## config.mk

```make
export PLATFORM = sky130hd
export DESIGN_NAME = breadboard_sweep
export DESIGN_NICKNAME = d
export VERILOG_FILES = /design/src/rtl/breadboard_sweep.sv
export SDC_FILE = /design/constraint.sdc
export NUM_CORES = 1
export LEC_CHECK = 0
export BUFFER_PORTS_ARGS = -buffer_cell sky130_fd_sc_hd__buf_2
export CAP_MARGIN = 30
export CORE_MARGIN = 2
export CORE_UTILIZATION = 61
export CTS_BUF_LIST = sky130_fd_sc_hd__clkbuf_8
export CTS_CLUSTER_SIZE = 25
export DETAILED_ROUTE_END_ITERATION = 16
export HOLD_SLACK_MARGIN = 0.06
export MAX_ROUTING_LAYER = met4
export PLACE_DENSITY = 0.87
export SETUP_SLACK_MARGIN = 0.15
export SLEW_MARGIN = 20
export SYNTH_ARGS = -nofsm -noshare
export SYNTH_HDL_FRONTEND = slang
export SYNTH_SLANG_ARGS = --single-unit
```

## constraint.sdc

```tcl
create_clock -name clk -period 17.5 [get_ports clk]
set_clock_uncertainty 0.15 [all_clocks]
set_input_delay 0 -clock clk [delete_from_list [all_inputs] [get_ports clk]]
set_output_delay 0 -clock clk [all_outputs]
set_load 0.02 [all_outputs]
```

## src/rtl/breadboard_sweep.sv

```systemverilog
// Truth-table sweeper: drives a 4-bit row index onto {w,x,y,z}, waits SETTLE cycles per row, then captures f.
// Optional BB_COMPARE_EN adds exp_data / mismatch_cnt for on-the-fly comparison against expected responses.
module breadboard_sweep #(
   parameter int SETTLE = 5
) (
   input  logic        clk,
   input  logic        rst,
   input  logic        start,
   output logic        w,
   output logic        x,
   output logic        y,
   output logic        z,
   input  logic [9:0]  f,
   output logic        busy,
   output logic        done,
   output logic        row_valid,
   output logic [3:0]  row_idx,
   output logic [9:0]  row_data,
   output logic [15:0] signature,
   input  logic [3:0]  rd_addr,
   output logic [9:0]  rd_data
`ifdef BB_COMPARE_EN
   ,
   input  logic [9:0]  exp_data,
   output logic [4:0]  mismatch_cnt
`endif
);

   typedef enum logic [1:0] {S_IDLE, S_SETTLE, S_SAMPLE, S_DONE} state_t;

   localparam logic [3:0] LP_LAST = 4'(SETTLE - 1);

   state_t      r_state;
   logic [3:0]  r_idx;
   logic [3:0]  r_cnt;
   logic [3:0]  r_row;
   logic        r_busy;
   logic        r_done;
   logic        r_row_valid;
   logic [3:0]  r_row_idx;
   logic [9:0]  r_row_data;
   logic [15:0] r_sig;
   logic [9:0]  r_mem [16];
`ifdef BB_COMPARE_EN
   logic [4:0]  r_mis;
`endif

   always_ff @(posedge clk or posedge rst) begin
      if (rst) begin
         r_state     <= S_IDLE;
         r_idx       <= '0;
         r_cnt       <= '0;
         r_row       <= '0;
         r_busy      <= 1'b0;
         r_done      <= 1'b0;
         r_row_valid <= 1'b0;
         r_row_idx   <= '0;
         r_row_data  <= '0;
         r_sig       <= '0;
         for (int i = 0; i < 16; i++) r_mem[i] <= '0;
`ifdef BB_COMPARE_EN
         r_mis       <= '0;
`endif
      end else begin
         r_row_valid <= 1'b0;
         r_done      <= 1'b0;
         case (r_state)
            S_IDLE: begin
               if (start) begin
                  r_idx   <= '0;
                  r_row   <= '0;
                  r_cnt   <= '0;
                  r_sig   <= '0;
                  r_busy  <= 1'b1;
                  r_state <= S_SETTLE;
`ifdef BB_COMPARE_EN
                  r_mis   <= '0;
`endif
               end
            end
            S_SETTLE: begin
               r_cnt <= r_cnt + 4'd1;
               if (r_cnt == LP_LAST) r_state <= S_SAMPLE;
            end
            S_SAMPLE: begin
               r_mem[r_idx] <= f;
               r_row_valid  <= 1'b1;
               r_row_idx    <= r_idx;
               r_row_data   <= f;
               r_sig        <= {r_sig[14:0], r_sig[15]} ^ {6'b0, f};
`ifdef BB_COMPARE_EN
               if (f != exp_data && r_mis != 5'd16) r_mis <= r_mis + 5'd1;
`endif
               // Last row keeps {w,x,y,z} at 15; the index never wraps.
               if (r_idx != 4'd15) begin
                  r_idx   <= r_idx + 4'd1;
                  r_row   <= r_idx + 4'd1;
                  r_cnt   <= '0;
                  r_state <= S_SETTLE;
               end else begin
                  r_state <= S_DONE;
               end
            end
            S_DONE: begin
               r_done  <= 1'b1;
               r_busy  <= 1'b0;
               r_state <= S_IDLE;
            end
            default: r_state <= S_IDLE;
         endcase
      end
   end

   assign {w, x, y, z} = r_row;
   assign busy         = r_busy;
   assign done         = r_done;
   assign row_valid    = r_row_valid;
   assign row_idx      = r_row_idx;
   assign row_data     = r_row_data;
   assign signature    = r_sig;
   assign rd_data      = r_mem[rd_addr];
`ifdef BB_COMPARE_EN
   assign mismatch_cnt = r_mis;
`endif

endmodule

```

==> results.py, run 1 <==
metrics = {
    "clocking": {
        "cts.sinks": 203,
        "htree_levels": 1,
        "numCtsBuffers": 31,
        "cts_setup_buffers": 0,
        "clk_pin_slew_ns": 0.06,
        "insertion_delay_ns": 0.56,
        "clk_path_buf_depth": 3,
        "root_buffer": "clkbuf_8",
        "ctsResizeCount": 0,
        "hold_buffers": 13,
        "cts_tree": "built",
    },
    "place": {
        "portBuffers": 63,
        "place_area_mm2": 0.00965,
        "gp_congestion": 0.785,
        "dp_hpwl_um": 12900,
    },
    "global_route": {
        "grt_antenna_before_repair": 0,
        "first_global_vias": 6179,
        "grt_pass1_wl_um": 33000,
        "overflow": 0,
        "gr-usage-all-layers": 0.269,
        "grt_max_degree": 116,
    },
    "final_layout": {
        "stdcell_area_mm2": 0.0105,
        "area_growth_pct": 13.4,
        "nets": 727,
        "drive_gt1_frac": 0.461,
        "num_antenna_cells": 0,
    },
    "floorplanning": {
        "row_count": 45,
        "die_y_um": 127,
        "ios": 64,
        "initial_utilization": 0.616,
        "coreArea_mm2": 0.0150,
        "die-area_mm2": 0.0162,
        "die_x_um": 127,
    },
    "worst_setup_path": {
        "worstSetupEndpoint": "r_mem[157]$_DFFE_PP0P_",
        "worst-path-stages": 4,
        "cp_slowest_cell": "dfrtp_1",
        "crit_chain": "nand2b_4, inv_1, nand4_2, mux2_2",
        "crit_required_ns": 17.79,
        "endpoint_kind": "register",
        "cp.arrival_ns": 3.28,
        "reg2reg_to": "r_mem[157]$_DFFE_PP0P_",
        "critPathBufInv": 1,
        "rrSetupSlack_ns": 14.51,
        "crit_start": "r_state[1]$_DFFE_PP0P_",
        "cp_max_fo": 30,
        "start_kind": "register",
        "path_delay_family": "simple AND/OR/NAND/NOR gates",
        "r2r_cells": 4,
        "critPathKind": "reg -> reg",
        "slowest_delay_ns": 0.74,
        "reg2reg_from": "r_state[1]$_DFFE_PP0P_",
    },
    "job": {
        "max_cap_violations": 0,
    },
    "logic_synthesis": {
        "syn_area_mm2": 0.00926,
        "synth_cells": 636,
        "synthMuxAreaShare": 0.299,
        "yosys.area_share.simple": 0.0597,
        "synth_xor_area_frac": 0.0104,
        "synth_compound_area_frac": 0.0450,
        "synthArstFlopShare": 1.00,
        "synth-seq-area-share": 0.549,
        "synthAdderAreaFrac": 0.00811,
        "yosys_warnings": 0,
        "yosys.cell_types.count": 44,
        "synth_nets": 659,
        "synth.ff_latch_count": 203,
        "yosys_most_used_dff": "dfrtp_1",
        "synth_top_family_by_area": "multiplexers",
        "synth-edff-count": 0,
        "syn_area_per_cell_um2": 14.6,
    },
    "timing": {
        "max_freq_mhz": 334,
        "period_share": 0.171,
        "fin_crit_ns": 2.99,
        "worst_pin_slew_ns": 0.965,
        "hold_violations": 0,
        "rsz0062_at_grt": "false",
        "setup_viol": 0,
        "slew_headroom": 0.355,
        "tns_ns": 0,
        "drv_slew": 0,
    },
    "outcome": {
        "status": "finished, final reports clean",
    },
    "routing": {
        "vias": 5655,
        "drt_iter0_drc": 493,
        "wl_per_cell_um": 22.1,
        "avgViaCountPerCell": 6.17,
        "antenna_left": 0,
        "drc": 0,
        "firstDrtPassIters": 4,
        "wl_um": 20200,
    },
    "hold_path": {
        "hold_class": "in -> reg",
        "holdPathStages": 4,
    },
    "power_and_ir_drop": {
        "p_per_area_mw_per_mm2": 123,
        "vdd_drop_max_v": 0.0000748,
        "power.leakage_uw": 0.00501,
    },
}
## state kept, by name, summed over array words and instances (netlist names)
signal	count
signature	16
busy	1
r_mem	160
row_data	10
r_cnt	4
row_idx	4
r_state	2
done	1
r_row	4
row_valid	1
## cell usage in the layout, fill, tap and decap left out, types with 8 or more instances in the layout
master         Yosys  final
dfrtp_1          203    203
mux2_2           150    150
buf_2             12     63
nand2_1           61     61
clkbuf_8           0     44
mux4_2            40     40
a22oi_1           20     20
inv_1              9     17
o21ai_0           14     14
dlygate4sd3_1      0     13
xnor2_1           11     11
mux2_4            10     10
a22o_1             8      8
## Yosys cell counts (4+ instances only)
master	count	area, µm²
mux2_4	10	150
mux2_2	150	1690
o2bb2ai_1	6	52.6
buf_4	4	30.0
xnor2_1	11	96.3
mux4_2	40	901
clkbuf_1	16	60.1
inv_1	9	33.8
nor2_2	5	31.3
ha_1	6	75.1
a22oi_1	20	150
buf_1	13	48.8
nor2_1	4	15.0
nand2_1	61	229
dfrtp_1	203	5080
o21ai_0	14	70.1
a22o_1	8	70.1
buf_2	12	60.1
## layout make-up
cell class | count | area, µm²
Timing Repair Buffer | 83 | 518
Fill cell | 936 | 4530
Sequential cell | 203 | 5080
Clock buffer | 44 | 606
Clock inverter | 14 | 111
Tap cell | 188 | 235
Inverter | 9 | 41.3
Multi-Input combinational cell | 376 | 3910
## logic make-up (layout without fill, tap and decap cells)
logic type,count (synthesis),count (layout)
mux,203,203
flops,203,203
simple gates,99,99
compound gates,57,57
buf+inv,57,150
xor+xnor,11,11
fa+ha+maj,6,6
## metrics by stage
step / hold slack, ns / power, µW / setup WS [ns] / cells / util
final: 0.243 / 1300 / 14.51 / 917 / 0.699
after global routing: 0.265 / 1360 / 14.34 / 917 / 0.699
after CTS: 0.217 / 1300 / 14.56 / 916 / 0.698
after detailed placement: 0.0732 / 866 / 14.57 / 845 / 0.642
after global placement: 0.0502 / 848 / 14.79 / 844 / 0.640
after floorplan: 0.0924 / 786 / 11.81 / 636 / -
## worst reg2reg max path, stage by stage (launching register included)
cell and delay (ns):
dfrtp_1 0.74, nand2b_4 0.38, inv_1 0.71, nand4_2 0.47
mux2_2 0.42
## layer usage
| metal | track usage | vias to the layer above | routed length, µm |
|---|---|---|---|
| met3 | 0.0381 | 43 | 918 |
| met1 | 0.363 | 2986 | 8770 |
| met4 | 0.0937 | 0 | 527 |
| li1 | - | 2449 | - |
| met5 | - | - | 0 |
| met2 | 0.429 | 177 | 10000 |
## power by group
part | switching, µW | total (µW) | internal, µW
clock | 183 | 434 | 251
combinational | 143 | 263 | 120
sequential | 57.5 | 600 | 542
total | 384 | 1300 | 913
## worst min path at each step
| stage | slack (ns) | startpoint | end |
|---|---|---|---|
| after floorplan | 0.09 | start | r_cnt[3]$_DFFE_PP0P_ |
| after global routing | 0.27 | f[9] | row_data[9]$_DFFE_PP0P_ |
| after CTS | 0.22 | f[3] | row_data[3]$_DFFE_PP0P_ |
| final | 0.24 | f[3] | row_data[3]$_DFFE_PP0P_ |
| after global placement | 0.05 | rst | r_mem[87]$_DFFE_PP0P_ |
| after detailed placement | 0.07 | rst | r_mem[117]$_DFFE_PP0P_ |
(Power assumes the default switching activity.)
==> run 2, diff against run 1 <==
==> constraint.sdc (replaced) <==
create_clock -name clk -period 2.85 [get_ports clk]
set_clock_uncertainty 0.15 [all_clocks]
set_input_delay 0 -clock clk [delete_from_list [all_inputs] [get_ports clk]]
set_output_delay 0 -clock clk [all_outputs]
set_load 0.02 [all_outputs]
==> run 2 against run 1 <==
  * Fmax rose by 22%
  * Via count rose by 0.83%
  * Wire length fell by 1.6%
  * Final cell count rose by 0.44%
  * Die area did not move
  * Count of clock-buffer cells in the layout fell by 7
  * First-iteration DRC count fell by 12%
  * Critical path type unchanged
  * Largest cell class unchanged
==> results.py, run 2 (synthesis gave the netlist of run 1 again) <==
metrics = {
    "routing": {
        "drt_iter0_drc": 432,
        "wl_per_cell_um": 21.6,
        "antenna_left": 0,
        "avgViaCountPerCell": 6.19,
        "drc": 0,
        "vias": 5702,
        "wl_um": 19900,
        "firstDrtPassIters": 5,
    },
    "clocking": {
        "cts.sinks": 203,
        "insertion_delay_ns": 0.56,
        "root_buffer": "clkbuf_8",
        "cts_tree": "built",
        "numCtsBuffers": 31,
        "clk_pin_slew_ns": 0.06,
        "htree_levels": 1,
        "cts_setup_buffers": 0,
        "clk_path_buf_depth": 3,
    },
    "power_and_ir_drop": {
        "power.leakage_uw": 0.00502,
        "p_per_area_mw_per_mm2": 732,
        "vdd_drop_max_v": 0.000504,
    },
    "worst_setup_path": {
        "cp_slowest_cell": "dfrtp_1",
        "crit_chain": "nand2b_4, inv_1, nand4_2, mux2_2",
        "cp_max_fo": 30,
        "rrSetupSlack_ns": 0.39,
        "critPathBufInv": 1,
        "endpoint_kind": "register",
        "worst-path-stages": 4,
        "cp.arrival_ns": 2.74,
        "start_kind": "register",
        "reg2reg_from": "r_state[0]$_DFFE_PP0P_",
        "critPathKind": "reg -> reg",
        "reg2reg_to": "r_mem[155]$_DFFE_PP0P_",
        "slowest_delay_ns": 0.55,
        "r2r_cells": 4,
        "path_delay_family": "simple AND/OR/NAND/NOR gates",
        "crit_required_ns": 3.13,
    },
    "final_layout": {
        "num_antenna_cells": 0,
        "stdcell_area_mm2": 0.0105,
        "multiInputGateArea_mm2": 0.00391,
        "layout_common_cells": "dfrtp_1, mux2_2, buf_2, nand2_1, mux4_2",
        "final_common_cell": "dfrtp_1",
        "nets": 732,
        "regMostFlops": "r_mem",
        "final_cells": 921,
        "area_growth_pct": 13.1,
        "largest_reg_flops": 160,
        "layout.area.seq_mm2": 0.00508,
        "drive_gt1_frac": 0.460,
        "fill_cells": 981,
    },
    "global_route": {
        "grt_pass1_wl_um": 33100,
        "grt_antenna_before_repair": 0,
        "grt_max_degree": 106,
        "first_global_vias": 6239,
        "gr-usage-all-layers": 0.269,
        "overflow": 0,
    },
    "timing": {
        "slew_headroom": 0.415,
        "setup_viol": 0,
        "fin_crit_ns": 2.46,
        "drv_slew": 0,
        "period_share": 0.863,
        "worst_pin_slew_ns": 0.876,
        "tns_ns": 0,
        "hold_violations": 0,
        "max_freq_mhz": 407,
        "rsz0062_at_grt": "false",
    },
    "outcome": {
        "status": "finished, final reports clean",
    },
    "floorplanning": {
        "initial_utilization": 0.616,
        "die-area_mm2": 0.0162,
        "die_y_um": 127,
        "row_count": 45,
        "ios": 64,
        "die_x_um": 127,
        "coreArea_mm2": 0.0150,
    },
    "hold_path": {
        "hold_start": "f[7]",
        "hold_path_end": "row_data[7]$_DFFE_PP0P_",
        "holdPathStages": 4,
        "hold_class": "in -> reg",
    },
    "place": {
        "placed_cells": 851,
        "gp_congestion": 0.809,
        "dp_hpwl_um": 13100,
        "place_area_mm2": 0.00972,
        "portBuffers": 63,
    },
    "job": {
        "max_cap_violations": 0,
    },
}
-- run 2: worst min-delay path: stages --
cell	delay [ns]
dlygate4sd3_1	0.53
buf_2	0.23
nand2_1	0.10
nand2_1	0.04
-- run 2: through the flow --
stage	utilization	setup WS [ns]	hold WS [ns]	total power, µW
after floorplan	-	0.0697	0.0924	4820
after CTS	0.696	0.403	0.193	7700
final	0.696	0.392	0.236	7660
after detailed placement	0.647	0.427	-0.0851	5330
after global placement	0.647	0.544	-0.0992	5220
after global routing	0.696	0.193	0.249	8040
-- run 2: cell type report --
| type | count | share of cell area |
|---|---|---|
| Clock buffer | 37 | 0.0486 |
| Clock inverter | 20 | 0.0105 |
| Tap cell | 188 | 0.0225 |
| Inverter | 9 | 0.00359 |
| Multi-Input combinational cell | 376 | 0.374 |
| Timing Repair Buffer | 88 | 0.0559 |
| Sequential cell | 203 | 0.485 |
-- run 2: worst max-delay path by stage --
| stage | startpoint | slack [ns] | to |
|---|---|---|---|
| 2_1_floorplan | rst | 0.07 | busy$_DFFE_PP0P_ |
| 3_3_place_gp | r_state[0]$_DFFE_PP0P_ | 0.54 | r_mem[144]$_DFFE_PP0P_ |
| 3_5_place_dp | r_state[0]$_DFFE_PP0P_ | 0.43 | r_mem[155]$_DFFE_PP0P_ |
| 4_1_cts | r_state[0]$_DFFE_PP0P_ | 0.40 | r_mem[155]$_DFFE_PP0P_ |
| 5_1_grt | r_state[0]$_DFFE_PP0P_ | 0.19 | r_mem[148]$_DFFE_PP0P_ |
| 6_report | r_state[0]$_DFFE_PP0P_ | 0.39 | r_mem[155]$_DFFE_PP0P_ |
-- run 2: repair_timing --
action | in CTS | in global routing
resized for setup | 0 | 0
hold endpoints to repair | 399 | 0
hold buffers | 13 | 0
-- run 2: power by group --
group | internal, µW | leakage, µW | switching, µW | total, µW
Clock | 1270 | 0.000371 | 1090 | 2350
Combinational | 748 | 0.00202 | 883 | 1630
Sequential | 3330 | 0.00262 | 344 | 3680
-- run 2: per-layer routing --
metal,wire length (µm),global-route usage
met5,0,-
met4,566,0.111
met3,847,0.0335
met2,9970,0.427
met1,8520,0.360
